[config.mk]
export PLATFORM = sky130hd
export DESIGN_NAME = seq_multdiv_flat
export DESIGN_NICKNAME = d
export VERILOG_FILES = /design/src/rtl/seq_multdiv_if.sv /design/src/rtl/seq_multdiv.sv /design/src/flat_wrapper.sv
export SDC_FILE = /design/constraint.sdc
export NUM_CORES = 1
export LEC_CHECK = 0
export BUFFER_PORTS_ARGS = -buffer_cell sky130_fd_sc_hd__buf_4
export CORE_ASPECT_RATIO = 0.8
export CORE_MARGIN = 2
export CORE_UTILIZATION = 29
export DETAILED_ROUTE_END_ITERATION = 12
export PLACE_DENSITY_LB_ADDON = 0.1
export SYNTH_ARGS = -nofsm -noshare
export SYNTH_HDL_FRONTEND = slang
export SYNTH_SLANG_ARGS = --single-unit
export TNS_END_PERCENT = 1
[constraint.sdc]
create_clock -name clock -period 7.02 [get_ports clock]
set_input_delay 0.351 -clock clock [delete_from_list [all_inputs] [get_ports clock]]
set_output_delay 0.351 -clock clock [all_outputs]
set_load 0.02 [all_outputs]
[src/rtl/seq_multdiv_if.sv]
// Execute-stage <-> multiply/divide unit handshake bundle.
// Ports: operands and start strobes from the execute stage; result, exception,
//        one-cycle ready strobe and busy level back from the unit.
interface seq_multdiv_if;
  logic [31:0] data_operandA;
  logic [31:0] data_operandB;
  logic        ctrl_MULT;
  logic        ctrl_DIV;
  logic [31:0] data_result;
  logic        data_exception;
  logic        data_resultRDY;
  logic        data_busy;

  // Execute stage side: drives operands/strobes, consumes results.
  modport master (
    output data_operandA, data_operandB, ctrl_MULT, ctrl_DIV,
    input  data_result, data_exception, data_resultRDY, data_busy
  );

  // Multiply/divide unit side.
  modport slave (
    input  data_operandA, data_operandB, ctrl_MULT, ctrl_DIV,
    output data_result, data_exception, data_resultRDY, data_busy
  );
endinterface

[src/rtl/seq_multdiv.sv]
// Iterative signed 32-bit multiply (shift-add) / divide (restoring) unit.
// Latency: fixed 33 edges from start edge to the end of the one-cycle ready strobe.
// Backpressure: none; a new start strobe aborts any in-flight operation.
// Ports: clock, reset (async active-high); bus (slave modport) carries operands,
//        ctrl_MULT/ctrl_DIV strobes, data_result, data_exception, data_resultRDY, data_busy.
module seq_multdiv (
  input  logic        clock,
  input  logic        reset,
  seq_multdiv_if.slave bus
);

  typedef enum logic [1:0] {IDLE, RUN, DONE} state_t;

  state_t      state;
  logic [5:0]  cnt;
  logic        is_div;
  logic        sign_q;
  logic        divzero_q;
  logic [31:0] a_mag;      // |A|: multiplicand magnitude
  logic [31:0] b_mag;      // |B|: divisor magnitude
  logic [31:0] shreg;      // multiplier bits (shift right) or dividend bits (shift left)
  logic [63:0] acc;        // multiply: product accumulator; divide: {remainder, quotient}
  logic [31:0] result_q;
  logic        exc_q;
  logic        rdy_q;
  logic        busy_q;

  logic        start;
  logic [31:0] opa_mag;
  logic [31:0] opb_mag;
  logic [32:0] mul_sum;
  logic [63:0] mul_next;
  logic [32:0] rem_sh;
  logic [33:0] div_diff;
  logic        div_ok;
  logic [31:0] rem_new;
  logic [63:0] div_next;
  logic [63:0] acc_next;
  logic [63:0] prod_s;
  logic [31:0] quot_s;
  logic [31:0] fin_res;
  logic        fin_exc;

  // Both strobes on one edge resolve to multiply (is_div gated by ctrl_MULT).
  assign start = bus.ctrl_MULT | bus.ctrl_DIV;

  always_comb begin
    opa_mag = bus.data_operandA[31] ? (~bus.data_operandA + 32'd1) : bus.data_operandA;
    opb_mag = bus.data_operandB[31] ? (~bus.data_operandB + 32'd1) : bus.data_operandB;

    // Multiply step: add |A| into the upper half when the multiplier LSB is set,
    // the carry lands in bit 63 after the right shift.
    mul_sum  = {1'b0, acc[63:32]} + (shreg[0] ? {1'b0, a_mag} : 33'd0);
    mul_next = {mul_sum, acc[31:1]};

    // Divide step: bring the next dividend MSB into the remainder and trial-subtract.
    // The kept remainder is always < |B| <= 2^31, so 32 bits suffice to store it.
    rem_sh   = {acc[63:32], shreg[31]};
    div_diff = {1'b0, rem_sh} - {2'b00, b_mag};
    div_ok   = ~div_diff[33];
    rem_new  = div_ok ? div_diff[31:0] : rem_sh[31:0];
    div_next = {rem_new, acc[30:0], div_ok};

    acc_next = is_div ? div_next : mul_next;

    prod_s = sign_q ? (~acc_next + 64'd1) : acc_next;
    quot_s = sign_q ? (~acc_next[31:0] + 32'd1) : acc_next[31:0];

    if (!is_div) begin
      fin_res = prod_s[31:0];
      // Product fits in 32 signed bits only if bits 63..31 are a pure sign extension.
      fin_exc = ~((&prod_s[63:31]) | ~(|prod_s[63:31]));
    end else if (divzero_q) begin
      fin_res = 32'd0;
      fin_exc = 1'b1;
    end else begin
      fin_res = quot_s;
      // Q reaches 2^31 only for |A| = 2^31, |B| = 1; positive sign means -2^31 / -1.
      fin_exc = ~sign_q & acc_next[31];
    end
  end

  always_ff @(posedge clock or posedge reset) begin
    if (reset) begin
      state     <= IDLE;
      cnt       <= 6'd0;
      is_div    <= 1'b0;
      sign_q    <= 1'b0;
      divzero_q <= 1'b0;
      a_mag     <= 32'd0;
      b_mag     <= 32'd0;
      shreg     <= 32'd0;
      acc       <= 64'd0;
      result_q  <= 32'd0;
      exc_q     <= 1'b0;
      rdy_q     <= 1'b0;
      busy_q    <= 1'b0;
    end else begin
      rdy_q <= 1'b0;
      if (start) begin
        // Restart from any state; an aborted operation never raises ready.
        state     <= RUN;
        cnt       <= 6'd0;
        is_div    <= ~bus.ctrl_MULT;
        sign_q    <= bus.data_operandA[31] ^ bus.data_operandB[31];
        divzero_q <= (bus.data_operandB == 32'd0);
        a_mag     <= opa_mag;
        b_mag     <= opb_mag;
        shreg     <= bus.ctrl_MULT ? opb_mag : opa_mag;
        acc       <= 64'd0;
        busy_q    <= 1'b1;
      end else begin
        case (state)
          RUN: begin
            acc   <= acc_next;
            shreg <= is_div ? {shreg[30:0], 1'b0} : {1'b0, shreg[31:1]};
            cnt   <= cnt + 6'd1;
            if (cnt == 6'd31) begin
              state    <= DONE;
              rdy_q    <= 1'b1;
              result_q <= fin_res;
              exc_q    <= fin_exc;
            end
          end
          DONE: begin
            state  <= IDLE;
            busy_q <= 1'b0;
          end
          default: ;
        endcase
      end
    end
  end

  assign bus.data_result    = result_q;
  assign bus.data_exception = exc_q;
  assign bus.data_resultRDY = rdy_q;
  assign bus.data_busy      = busy_q;

endmodule
[src/flat_wrapper.sv]
// flat-port wrapper written by rule: the top's interface ports become plain ports
module seq_multdiv_flat 
  (clock, reset, bus_data_operandA, bus_data_operandB, bus_ctrl_MULT, bus_ctrl_DIV, bus_data_result, bus_data_exception, bus_data_resultRDY, bus_data_busy);
  seq_multdiv_if bus_i ();
  input  logic clock;
  input  logic reset;
  input wire logic [$bits(bus_i.data_operandA)-1:0] bus_data_operandA;
  input wire logic [$bits(bus_i.data_operandB)-1:0] bus_data_operandB;
  input wire logic [$bits(bus_i.ctrl_MULT)-1:0] bus_ctrl_MULT;
  input wire logic [$bits(bus_i.ctrl_DIV)-1:0] bus_ctrl_DIV;
  output wire logic [$bits(bus_i.data_result)-1:0] bus_data_result;
  output wire logic [$bits(bus_i.data_exception)-1:0] bus_data_exception;
  output wire logic [$bits(bus_i.data_resultRDY)-1:0] bus_data_resultRDY;
  output wire logic [$bits(bus_i.data_busy)-1:0] bus_data_busy;
  assign bus_i.data_operandA = bus_data_operandA;
  assign bus_i.data_operandB = bus_data_operandB;
  assign bus_i.ctrl_MULT = bus_ctrl_MULT;
  assign bus_i.ctrl_DIV = bus_ctrl_DIV;
  assign bus_data_result = bus_i.data_result;
  assign bus_data_exception = bus_i.data_exception;
  assign bus_data_resultRDY = bus_i.data_resultRDY;
  assign bus_data_busy = bus_i.data_busy;
  seq_multdiv u_core (.clock(clock), .reset(reset), .bus(bus_i));
endmodule
# --- After elaboration in Yosys (flattened, before gate mapping) ---
# Cells that the tools add are included.
totals:
  output_inout_bits: 35
  wordCells: 73
  input_bits: 68
  regBits: 206
classes:
  n_mux: 27
  eq_ne: 4
  bitwise: 14
  addsub: 7
  reduce_logical: 8
ops:
  columns: ["operator", "count"]
  rows:
  - ["$mux 32", 11]
  - ["$mux 64", 4]
  - ["$add 32x1->32 const B", 3]
  - ["$not 32->32", 3]
  - ["$add 64x1->64 const B", 1]
  - ["$not 64->64", 1]
  - ["$sub 33x32->34", 1]
  - ["$add 32x33->33", 1]
  - ["$reduce_and 33->1", 1]
  - ["$reduce_or 33->1", 1]
  - ["$logic_not 32->1", 1]
  - ["$mux 6", 2]
  - ["$mux 1", 7]
  - ["$add 6x1->6 const B", 1]
  - ["$eq 6x5->1 const B", 1]
  - ["$not 1->1", 6]
  - ["$mux 2", 2]
  - ["$pmux 2 s2", 1]
  - ["$reduce_bool 2->1", 2]
  - ["$ne 3x1->1 const B", 1]
  - ["$reduce_and 3->1", 1]
  - ["$reduce_bool 3->1", 1]
  - ["$eq 2x1->1 const B", 1]
  - ["$eq 2x2->1 const B", 1]
  - ["other kinds (4)", 5]

# --- Depth between registers and ports, before layout ---
# Gate-level depths: netlist (run 1).
depth:
  word_depth: 11
  ltp_mapped: 26
  ltp_nobuf: 23

# --- Worst setup path after synthesis (run 1) ---
# Ideal clock, no wire load.
synth_timing:
  kind: "register to register"
  startpoint: "register u_core.acc[51]"
  endpoint: "register u_core.exc_q (netlist: u_core.bus.data_exception)"
  arrival_time_ps: 5554
  stages_incl_launch_ff: 25
  path_buffers: 2
  slack_ps: 1343
  period_less_slack_ps: 5677
  path_cell_list: "dfrtp_1 ha_1 a21oi_1 o22ai_1 o2111ai_1 and3_1 buf_2 a31oi_1 inv_1 ha_1 o221ai_1 or2_2 nor3_1 nand2_1 or3_1 or3_1 buf_2 xnor2_1 o31a_1 a311o_1 or4_1 nor4_1 and4_1 nand4b_1 o31a_1"
synth_between:
  elab_chain_cells: 11
synth_lines:
  columns: ["element", "line_no", "source"]
  rows:
  - ["start: declaration", "seq_multdiv.sv:22", "logic [63:0] acc;"]
  - ["start signal: assignment", "seq_multdiv.sv:115", "acc <= acc_next;"]
  - ["$sub 33x32->34", "seq_multdiv.sv:59", "div_diff = {1'b0, rem_sh} - {2'b00, b_mag};"]
  - ["$mux 32 / $not 1->1 (equally long branches)", "seq_multdiv.sv:61, seq_multdiv.sv:60", null]
  - ["$mux 64 (*)", "seq_multdiv.sv:64", "acc_next = is_div ? div_next : mul_next;"]
  - ["$not 64->64", "seq_multdiv.sv:66", "prod_s = sign_q ? (~acc_next + 64'd1) : acc_next;"]
  - ["$add 64x1->64", "seq_multdiv.sv:66", null]
  - ["$mux 64 (*)", "seq_multdiv.sv:66", null]
  - ["$reduce_or 33->1", "seq_multdiv.sv:72", "fin_exc = ~((&prod_s[63:31]) | ~(|prod_s[63:31]));"]
  - ["$not 1->1", "seq_multdiv.sv:72", null]
  - ["$or 1x1->1 (*)", "seq_multdiv.sv:72", null]
  - ["$not 1->1 (*)", "seq_multdiv.sv:72", null]
  - ["$mux 1 (*)", "seq_multdiv.sv:69", "if (!is_div) begin"]
  - ["end signal: assignment", "seq_multdiv.sv:122", "exc_q <= fin_exc;"]
  - ["end: declaration", "seq_multdiv.sv:24", "logic exc_q;"]
# Mark *: on every way between the ends. The rest lies on a longest branch, timed or not.
# A chain may end at the register's enable or synchronous reset.

# --- Worst setup path after layout (run 1) ---
layout_timing:
  startpoint: "register u_core.acc[37]"
  endpoint: "register u_core.exc_q (netlist: u_core.bus.data_exception)"
# The elaborated chain is that of the path after synthesis.

==> results.txt, run 1 <==
- For this run, the leading register cell type out of synthesis is dfrtp_1.
- Number of setup buffers added after CTS: 0
* Fill cell instance count of the final layout: 6081
- The most common cell in the synthesized netlist is nor2_1.
- STA puts the critical path data required time at roughly 7.5 ns.
- Of the total power, the share spent switching nets is around 36%.
- Worst hold-check path type: in -> reg
- Arrival time reported for the critical path endpoint: ~7.1 ns
- Number of cells after detailed placement: roughly 2.8k
- Area Growth Syn to Fin: 16.2%
- Counting along the longest clock path gives a buffer depth of 3.
* GR met3 Demand/Resource: under 10%
- The largest total area in the synthesized netlist belongs to dfrtp_1.
* Portion of the post-synthesis area used by sequential elements: 31.3%
- Floorplan die area: roughly 59000 um2
- In this run the power density over the cells is around 220 nW/um2.
* Initial DRT Pass Iterations: 5
- The synthesized netlist contains 86 unique library cells.
* Portion of synthesized cell area occupied by the leading cell type: a little under a third
- Die Ht: between 200 and 250 um
- Routability Congestion: ~0.9
* Number of placement rows: between 70 and 80
- Leakage dissipation: ~8.4 nW
* Netlist Area Pre-Place: about 16000 um2
* Total power: around 4.2 mW
- Cell count after synthesis: around 2k
* Depth of the worst hold-timing path: 3
- The worst register-to-register path has a depth of 22.
- Worst Max-Slew Pin Slew: ~1.3 ns
* Critical-path top delay cell: or3_1
- After detailed routing, the average wire length per cell comes to about 22 um.
* Count of routing violations after the opening detailed-route iteration: ~1.2k
* Total setup violations reported at the end of the flow: 0
* Number of global-route vias before repair: 15.0k
* Count of flip-flops with a built-in enable after synthesis: 0
- Horiz. Die Dim: between 200 and 300 um
* Via Count: between 15k and 20k
- Register Area: slightly above 5000 um2
* DRC violations left: 0
- Clk pwr share: a little under two fifths
- Busiest layer in global routing: met1
- Met2 layer usage reported by global route: ~30%
* Achievable frequency: around 150 MHz
- Entering global routing, the biggest net connects between 70 and 80 pins.
* Effective utilization at floorplan: between 20% and 30%
- HPWL reported at the end of detailed placement: 48.5 mm
- Kind of cell adding the most delay to the critical path: simple AND/OR/NAND/NOR gates
- Type of destination of the critical path: flip-flop
- Startpoint types: flip-flop
* Max-cap viol count: 0
- Clock insertion delay at the later pin of the skew report: between 0.5 and 0.6 ns
- Final cell count without fillers: approximately 2.8k
- The setup path with the least slack is of type reg -> reg.
- After floorplanning, the core was sized to cover ~56000 um2.
- The number of hold violations in the final report is 0.
- Warning count from the yosys run: 0
- Result of the run: finished, final reports clean
* Buffers and inverters on the worst path: 1
* Synth top cells by count: nor2_1, dfrtp_1, a21oi_1, nand2_1, o21ai_0
- CTS sink count: slightly above 200
* Min Clock Period, post-route: approximately 6.6 ns
- Area of the multi-input gates: 10600 um2
- The initial antenna violation count was 1.
* Fraction of final layout cells with drive strength greater than 1: 11.8%
- TritonCTS built the clock tree.
- Dividing the detail-routed via count by the number of cells gives ~5.5.
- Post-Route Utilization: between 30% and 40%
- Synthesized Nets: around 2.1k
- Biggest fanout along the worst timing path: 8
* Total Routed Length: approximately 63 mm
- The first global-routing pass estimated between 90 and 100 mm of wire.
- Per report_power, the combinational group accounts for 31.4% of the total.
* Layout net count: between 2k and 2.5k
- Global routing used 33.9% of the available met1 tracks.
- Number of slew-limit violations in the final report: 0
- Pin placement for this block handled 103 I/O pins.
- Synthesized area divided by synthesized cell count: ~8.2 um2
- Worst path max stage delay: about 0.49 ns
- Number of levels the H-tree was split into: 1
- Global routing used 21.1% of the available tracks across all layers.
- Clk slew on worst S/H paths: ~0.070 ns
* Flop pwr share: between 30% and 40%
- After global routing the overflow that remains totals 0.
- The final critical path takes up 94.3% of the cycle.
* Count of state elements after synthesis: 206
- In this run the remaining antenna-violating nets after routing total 0.
- For this run, asynchronously set or reset flops after synthesis account for 100%.
- Sequence of cells on the critical path: ha_1 > a21oi_1 > o21ai_0 > a21boi_2 > a31o_1 > a31oi_1 > inv_1 > ha_1 > o221ai_1 > or2_2 > nor3_1 > nand2_1 > or3_1 > or3_1 > xnor2_1 > o31a_1 > a311o_1 > or4_1 > nor4_1 > and4_1 > nand4b_1 > o31a_1
- Sorting the synthesized cells by area gives the leading types as dfrtp_1, xor2_1, a21oi_1.
* Number of antenna cells inserted: 0
- In this run the tool buffered the top-level ports with a little over 100 buffer cells.
* Total negative slack: 0 ns
- Hold Slack: 0.0612 ns
* Clock Tree Root: clkbuf_16
- Setup repair after global routing left no endpoint under its margin.
- Post-route clock skew: roughly 0.016 ns
* Number of logic stages on the critical path including buffering: 22
- TritonCTS created 27 clock buffers.
- Internal power comes to 2.69 mW.
- Summed over all nets, the switching power comes to around 1.5 mW.
- Peak VDD IR: 0.118 mV
- Headroom to the max-slew limit: 14.8%
## cells in the final DEF, fill, tap and decap left out, types with 41 or more instances in the layout
master,n
dfrtp_1,204
xnor2_1,55
mux2i_1,82
inv_1,64
and2_1,41
o21ai_0,132
ha_1,69
buf_4,155
nor2_1,222
a211oi_1,57
a21oi_1,174
a22o_1,55
xor2_1,106
nand2_1,157
## area by class of cell
cell class / instances / area share (%)
clock inverters: 14 / 1.05
clock buffers: 36 / 4.12
repair buffers: 156 / 6.13
well taps: 760 / 4.97
multi-input cells: 1611 / 55.5
flip-flops and latches: 206 / 26.9
inverters: 65 / 1.31
## path summary, 6_finish.rpt
path / from / endpoint / slack (ns)
setup / recovery: u_core.acc[37] / u_core.bus.data_exception / 0.40
hold / removal: bus_data_operandB[0] / u_core.shreg[0] / 0.06
setup reg to reg: u_core.acc[37] / u_core.bus.data_exception / 0.40
hold reg to reg: u_core.bus.data_result[31] / u_core.bus.data_result[31] / 0.48
max in group asynchronous: reset / u_core.b_mag[12] / 5.47
min in group asynchronous: reset / u_core.bus.data_exception / 0.34
## per-stage QoR
stage          setup WS, ns  area, um2
2_1_floorplan          1.04      16500
3_3_place_gp          0.591      18100
3_5_place_dp          0.433      18100
4_1_cts               0.371      19100
5_1_grt             0.00136      19200
6_report              0.399      19200
## power groups by stage
stage	Combinational (mW)	Sequential, mW	Clock, mW
5_1_grt	1.45	1.36	1.63
3_5_place_dp	1.31	1.37	0
6_report	1.33	1.35	1.56
4_1_cts	1.32	1.35	1.59
2_1_floorplan	0.867	1.34	0
3_3_place_gp	1.32	1.36	0
## routing by layer
metal	vias up	wire length [um]	part of all wire (%)
met2	361	25200	40
met3	62	3250	5.1
met5	-	0	0
li1	7467	-	-
met1	7802	33900	53
met4	0	1080	1.7
## timing repair
| action | in CTS | in global routing |
|---|---|---|
| resized for setup | 0 | 1 |
| endpoints found under the hold margin | 53 | 0 |
| endpoints found under the setup margin | 0 | 1 |
| hold buffers | 1 | 0 |
## cell families after synthesis
| family | after synthesis | synth area share, % |
|---|---|---|
| AO/OA/AOI/OAI | 647 | 25.9 |
| AND/OR/NAND/NOR | 645 | 19.0 |
| flip-flops | 206 | 31.3 |
| buffers and inverters | 186 | 4.48 |
| XOR/XNOR | 161 | 8.56 |
| multiplexers | 86 | 5.26 |
| adder cells (fa/ha/maj) | 72 | 5.56 |
## worst min-delay path, stage by stage
cell,delay [ns]
buf_4,0.14
nand2_1,0.06
a21oi_1,0.05
## registers in the layout, indices dropped and copies added (netlist names)
name,count
u_core.sign_q,1
u_core.cnt,6
u_core.shreg,32
u_core.divzero_q,1
u_core.state,2
u_core.a_mag,32
u_core.bus.data_exception,1
u_core.bus.data_result,32
u_core.is_div,1
u_core.acc,64
u_core.b_mag,32
u_core.bus.data_busy,1
u_core.bus.data_resultRDY,1
Power figures use the tool's default switching activity.
==> inputs of run 2 (changes only) <==
==> constraint.sdc (replaced) <==
create_clock -name clock -period 7.02 [get_ports clock]
set_input_delay 1.404 -clock clock [delete_from_list [all_inputs] [get_ports clock]]
set_output_delay 1.404 -clock clock [all_outputs]
set_load 0.02 [all_outputs]
==> run 2 against run 1 <==
  * Non-clock buffer count is 2 higher
  * Routed wire length is 0.29% higher
  * Via count is 0.36% higher
  * Highest routed layer is now met5
==> results.txt, run 2 (synthesized netlist as in run 1, its figures left out) <==
* Result of the run: finished, final reports clean
- The net count of the finished layout came to 2210 (+0.14%).
- The net switching power of the design is 1.53 mW (-0.63%).
* Area Growth Syn to Fin: 16.5%
- Headroom to the max-slew limit: 26.3% (+12 points)
- Number of antenna cells inserted: 0 (unchanged)
* Fill cell instance count of the final layout: 5966 (-1.9%)
- Worst-case reg-to-reg path depth: 22 (unchanged)
* Biggest fanout along the worst timing path: 8 (unchanged)
- The number of hold violations in the final report was 0 (unchanged).
* Post-route design area: 19200 um2 (+0.22%)
- Total power: 4.23 mW (-0.15%)
- The maximum frequency from static timing analysis was 154 MHz (+2.2%).
- Combinational cell fraction of total power: 31.6% (+0.2 points)
- Number of global-route vias before repair: 15.2k (+0.89%)
- HPWL reported at the end of detailed placement: 48.5 mm (about the same)
* Share of total power consumed by net switching: 36.2% (-0.17 points)
- Post-Route Utilization: 34.0% (+0.073 points)
* Routability Congestion: 0.915 (+2.6%)
* Startpoint types: flip-flop
* Wire length per cell after detailed routing: 22.3 um (+0.22%)
- The portion of the clock cycle consumed by the worst path in the final layout is 92.3% (-2.1 points).
- The clock network fraction of design power is 36.4% (-0.3 points).
* Post-route clock skew: 0.0311 ns (+0.0146 ns)
- Pwr per Cell Area: 220 nW/um2 (-0.37%)
- The number of buffers inserted during clock tree synthesis came to 28 (+3.7%).
- The count of antenna-violating nets left after detailed routing came to 0 (unchanged).
* Leakage dissipation: 8.47 nW (+0.30%)
* Clock insertion delay at the later pin of the skew report: 0.58 ns (about the same)
* Endpoint of the most critical setup path: u_core.bus.data_exception
- Total negative slack: 0 ns (unchanged)
- The minimum clock period came to 6.48 ns (-0.145 ns).
- The tree is rooted in a clkbuf_16.
- Clk slew on worst S/H paths: 0.05 ns (-0.02 ns)
- The cell-internal power was 2.70 mW (+0.12%).
- Total setup violations reported at the end of the flow: 0 (unchanged)
* Number of buffers on the longest clock path: 3 (unchanged)
- The y dimension of the die is 217 um (unchanged).
- Number of slew-limit violations in the final report: 0 (unchanged)
- DRC violations left: 0 (unchanged)
* Start-to-end type of the worst setup path: reg -> reg
- Arrival time reported for the critical path endpoint: 6.92 ns (-0.16 ns)
* Depth of the worst hold-timing path: 2 (-1)
- Final cell count without fillers: 2850 (+0.070%)
- The number of placement rows came to 78 (unchanged).
* Wire length of the first global-routing pass: 97.3 mm (+0.94%)
- The H-tree depth is 1 (unchanged).
* Worst Max-Slew Pin Slew: 1.10 ns (-0.177 ns)
- Critical path required time: 7.46 ns (about the same)
- The startpoint identified for the worst register-to-register timing path is u_core.acc[43].
- Peak VDD IR: 0.163 mV (+38%)
* Commonest non-fill, non-tap cells in the layout: nor2_1, dfrtp_1, a21oi_1, nand2_1, buf_4
* Antenna violations before repair: 1 (unchanged)
- Flop pwr share: 32.0% (about the same)
- The reg2reg setup slack came to 0.54 ns (+0.14 ns).
* Ports placed on the boundary: 103 (unchanged)
- TritonCTS built the clock tree.
- Number of buffer cells added on primary ports: 102 (unchanged)
* Fraction of final layout cells with drive strength greater than 1: 11.9% (+0.037 points)
* Horiz. Die Dim: 270 um (unchanged)
- Core Region: 56400 um2 (unchanged)
* Type of destination of the critical path: flip-flop
- The overall overflow remaining after global route came to 0 (unchanged).
- The die area was 58700 um2 (unchanged).
* CTS sink count: 206 (unchanged)
- All-layer global routing usage: 21.3% (+0.18 points)
- Placed cell areas: 18200 um2 (+0.23%)
- The maximum number of pins on one net before global-route repair is 129 (+77%).
- The number of search-and-repair iterations in the first detailed-routing pass is 6 (+1).
* Destination of the worst register-to-register timing path: u_core.bus.data_exception
- Via Count: 15.7k (+0.36%)
- The count of placed standard cells including taps came to 2800 (+0.11%).
- Register name with the most flops: u_core.acc
* Max-cap viol count: 0 (unchanged)
- The number of DRC markers in iteration 0 came to 1249 (+4.1%).
- In this run the worst hold path is classified as reg -> reg.
- Total Routed Length: 63.6 mm (+0.29%)
- Startpoint of the most critical setup path: u_core.acc[43]
* Max reg flops: 64 (unchanged)
- The via density per instance came to 5.53 (+0.29%).
* Number of setup buffers added after CTS: 0 (unchanged)
* Effective utilization at floorplan: 29.2% (unchanged)
- Leaving out fill and tap cells, the most frequent cell in the layout is nor2_1.
run 2: cell type report:
| type | instances | area (um2) | area share, % |
|---|---|---|---|
| Timing Repair Buffer | 158 | 1210 | 6.31 |
| Clock inverter | 12 | 193 | 1.00 |
| Multi-Input combinational cell | 1611 | 10600 | 55.4 |
| Sequential cell | 206 | 5160 | 26.9 |
| Tap cell | 760 | 951 | 4.95 |
| Clock buffer | 38 | 798 | 4.16 |
| Inverter | 65 | 248 | 1.29 |
run 2: timing repair:
| action | 4_1_cts | 5_1_grt |
|---|---|---|
| setup endpoints to repair | 0 | 1 |
| hold buffers | 0 | 0 |
| gates resized for setup | 0 | 3 |
run 2: power groups by stage:
stage                     combinational [mW]  sequential [mW]  clock (mW)
after floorplan                        0.867             1.34           0
after detailed placement                1.32             1.37           0
after global routing                    1.46             1.36        1.63
after global placement                  1.33             1.37           0
after CTS                               1.32             1.35        1.59
final                                   1.34             1.35        1.54
run 2: worst min path at each step:
stage                                     startpoint                          to
after CTS                           u_core.a_mag[28]            u_core.a_mag[28]
after floorplan                     u_core.a_mag[30]            u_core.a_mag[30]
after global placement               u_core.a_mag[0]             u_core.a_mag[0]
after global routing                u_core.b_mag[31]            u_core.b_mag[31]
after detailed placement            u_core.a_mag[28]            u_core.a_mag[28]
final                     u_core.bus.data_result[31]  u_core.bus.data_result[31]
run 2: stage by stage:
| stage | hold slack [ns] | setup slack (ns) |
|---|---|---|
| 6_report | 0.476 | 0.544 |
| 4_1_cts | 0.484 | 0.332 |
| 3_5_place_dp | 0.470 | 0.374 |
| 2_1_floorplan | 0.430 | 1.34 |
| 3_3_place_gp | 0.459 | 0.464 |
| 5_1_grt | 0.521 | -0.00945 |
run 2: metal layers:
| metal | share of wire, % | vias to the layer above | global-route usage, % |
|---|---|---|---|
| met5 | 0.022 | - | 0 |
| met4 | 1.3 | 2 | 3.15 |
| met3 | 6.0 | 61 | 3.42 |
| met2 | 40 | 480 | 30.2 |
| met1 | 53 | 7738 | 33.9 |
| li1 | - | 7467 | - |
run 2: worst max-delay path, cell delays in order (launching register included):
cell and delay [ns]:
dfrtp_1 0.42, ha_1 0.44, a21oi_1 0.32, o211ai_1 0.15
o2111ai_1 0.26, a31o_1 0.29, a31oi_1 0.16, inv_1 0.16
ha_1 0.21, o221ai_1 0.16, or2_2 0.37, nor3_2 0.21
nand2_1 0.19, or3_1 0.47, or3_1 0.49, xnor2_1 0.18
o31a_1 0.24, a311o_1 0.30, or4_1 0.41, nor4_1 0.35
and4_1 0.25, nand4b_1 0.10, o31a_1 0.24
==> inputs of run 3 (changes only) <==
Settings changed: MAX_ROUTING_LAYER set to met4.
==> run 3 against run 2 <==
  * Count of clock-buffer cells in the layout unchanged
  * Utilization about the same
  * Worst hold slack better by 0.0025 ns
  * Combinational power about the same
  * Clock power about the same
  * Highest routed layer is now met4
  * Critical endpoint unchanged
  * Maximum frequency down 1.2%
  * Worst setup slack worse by 0.078 ns
  * Routed wire length down 0.88%
  * Power down 0.33%
  * Sequential power about the same
==> results.txt, run 3 (synthesized netlist as in run 1, its figures left out) <==
* Number of buffer cells added on primary ports: 102 (unchanged)
- HPWL reported at the end of detailed placement: 47.9 mm (-1.2%)
* Floorplan die area: 58700 um2 (unchanged)
- Number of slew-limit violations in the final report: 0 (unchanged)
* Dpl ws: 0.300 ns (-0.0739 ns)
- Initial DRT Pass Iterations: 5 (-1)
- The share of the core filled with cells came to 34.0% (about the same).
* Total Routed Length: 63.1 mm (-0.88%)
* Type of destination of the critical path: flip-flop
- STA classifies the critical path startpoint as a flip-flop.
* Max-cap viol count: 0 (unchanged)
- Final Hold Viols: 0 (unchanged)
- The largest individual stage delay along the critical path comes from the cell or3_1.
* Max reg flops: 64 (unchanged)
- P_int: 2.67 mW (-0.88%)
- Area Growth Syn to Fin: 16.4% (about the same)
* Antenna-violating nets left: 0 (unchanged)
- Result of the run: finished, final reports clean
- The H-tree depth is 1 (unchanged).
- In the layout the commonest cells are nor2_1, dfrtp_1, a21oi_1, nand2_1, buf_4.
- Ports placed on the boundary: 103 (unchanged)
* Via Count: 15.7k (-0.45%)
- Final worst-path cycle share: 93.4% (+1.1 points)
* Number of placement rows: 78 (unchanged)
* Switching pwr: 1.54 mW (+0.64%)
- Worst Max-Slew Pin Slew: 1.16 ns (+0.0626 ns)
- Met1 Track Usage GR: 33.3% (-0.60 points)
- The final-layout worst hold slack is 0.478 ns (+0.00246 ns).
- Vias per std cell: 5.50 (-0.45%)
* Worst hold-check path type: reg -> reg
* DRC violations left: 0 (unchanged)
- The total of endpoints with negative setup slack in the final report is 0 (unchanged).
- The final setup slack of the worst path came to 0.466 ns (-0.0776 ns).
* Wire length per cell after detailed routing: 22.1 um (-0.88%)
- The global-route usage over all layers came to 21.7% (+0.42 points).
- Die Ht: 217 um (unchanged)
* Commonest non-fill, non-tap cell in the layout: nor2_1
* Combinational cell fraction of total power: 31.5% (about the same)
* Number of setup buffers added after CTS: 0 (unchanged)
- The via count of the first global-routing pass came to 15.3k (+0.60%).
* Count of routing violations after the opening detailed-route iteration: 1293 (+3.5%)
* Met2 layer usage reported by global route: 29.7% (-0.53 points)
- Post-CTS Hold Fix Bufs: 0 (unchanged)
* Layout net count: 2207 (-0.14%)
- Biggest fanout along the worst timing path: 8 (unchanged)
- Setup repair after global routing left no endpoint under its margin.
- The x dimension of the die is 270 um (unchanged).
- The clock skew after layout was 0.0427 ns (+0.0116 ns).
* Clock insertion delay at the later pin of the skew report: 0.60 ns (+0.02 ns)
- The leakage component of the power came to 8.46 nW (about the same).
* Share of total power consumed by net switching: 36.6% (+0.35 points)
* Arrival time reported for the critical path endpoint: 7.00 ns (+0.08 ns)
- Number of buffers on the longest clock path: 3 (unchanged)
- The number of buffers inserted during clock tree synthesis is 28 (unchanged).
* Effective utilization at floorplan: 29.2% (unchanged)
- The count of clock tree sinks was 206 (unchanged).
- The proportion of layout cells with a drive suffix above 1 is 12.0% (+0.10 points).
- Headroom to the max-slew limit: 22.5% (-3.8 points)
- Wire length of the first global-routing pass: 96.5 mm (-0.82%)
- The part of the total power dissipated in sequential elements was 32.1% (about the same).
- The area of the placeable core is 56400 um2 (unchanged).
- The clock-pin transition on the worst setup and hold timing paths was 0.07 ns (+0.02 ns).
- TritonCTS built the clock tree.
- Pin count of the biggest net entering global routing: 117 (-9.3%)
- Start-to-end type of the worst setup path: reg -> reg
- The maximum frequency from static timing analysis came to 153 MHz (-1.2%).
- After global routing, the most crowded layer is met1.
- Remaining Overflow, GRT: 0 (unchanged)
* Total power: 4.21 mW (-0.33%)
- The global-route met3 utilization was 3.46% (+0.044 points).
- Worst path max stage delay: 0.49 ns (about the same)
- Critical path required time: 7.47 ns (about the same)
* Antenna violations before repair: 1 (unchanged)
- Pwr per Cell Area: 220 nW/um2 (-0.26%)
- Clock tree synthesis selected as its root buffer the cell clkbuf_16.
- Peak VDD IR: 0.129 mV (-21%)
- The final weighted congestion in routability-driven placement came to 0.916 (about the same).
- u_core.acc holds more flip-flops than any other register.
- Min Clock Period, post-route: 6.55 ns (+0.0776 ns)
- The final-layout setup total negative slack was 0 ns (unchanged).
* Clk pwr share: 36.5% (about the same)
- The critical path goes through ha_1 > a21oi_1 > o22ai_1 > o2111ai_1 > and3_1 > a31oi_1 > inv_1 > ha_1 > o221ai_1 > or2_2 > nor3_2 > nand2_1 > or3_1 > or3_1 > xnor2_1 > o31a_1 > a311o_1 > or4_1 > nor4_1 > and4_1 > nand4b_1 > o31a_1.
## run 3: cell count changes in the layout (fill, tap and decap cells not counted), moves of 2 or more
cell | previous run | this run
a21oi_1 | 173 | 171
a21oi_2 | 1 | 3
buf_4 | 156 | 153
clkinv_2 | 4 | 6
clkinv_4 | 0 | 2
## run 3: worst max-delay path: cells and delay by family, from the launching register on
family          cells  cell delay, ns
compound gates      8            1.86
xor+xnor            1            0.18
fa+ha+maj           2            0.64
buf+inv             1            0.19
flops               1            0.43
simple gates       10            3.11
## run 3: layer usage
layer	routed length, um	vias to the layer above
met4	1180	0
met1	33200	7738
met2	25200	403
met3	3500	61
li1	-	7475
met5	0	-
## run 3: cell type report
cell class,instances,area (um2)
fill,6053,37200
multi-input combinational,1611,10600
sequential,206,5160
timing repair buffer,155,1190
tap,760,951
clock buffer,38,808
inverter,65,248
clock inverter,14,183
antenna,1,2.50
## run 3: final timing paths
path | start | cells past startpoint | to | slack, ns
max | u_core.acc[49] | 22 | u_core.bus.data_exception | 0.47
min | u_core.bus.data_result[31] | 2 | u_core.bus.data_result[31] | 0.48
max in group asynchronous | reset | 4 | u_core.is_div | 4.74
min in group asynchronous | reset | 3 | u_core.acc[45] | 1.06
min reg2reg | u_core.bus.data_result[31] | 2 | u_core.bus.data_result[31] | 0.48
max reg2reg | u_core.acc[49] | 22 | u_core.bus.data_exception | 0.47
## run 3: stage by stage
stage / std cells / cell area (um2)
global route: 2850 / 19200
finish: 2850 / 19200
CTS: 2849 / 19200
detailed placement: 2797 / 18200
global placement: 2797 / 18200
floorplan: 2003 / 16500
## run 3: power by group through the flow
stage / combinational (mW) / sequential [mW] / clock [mW]
detailed placement: 1.31 / 1.37 / 0
global placement: 1.32 / 1.37 / 0
global route: 1.45 / 1.36 / 1.62
CTS: 1.31 / 1.35 / 1.58
floorplan: 0.867 / 1.34 / 0
finish: 1.33 / 1.35 / 1.54
## run 3: repair_timing
| item | in CTS | in global routing |
|---|---|---|
| endpoints found under the hold margin | 0 | 0 |
| endpoints found under the setup margin | 0 | 1 |
| gates resized for setup | 0 | 5 |
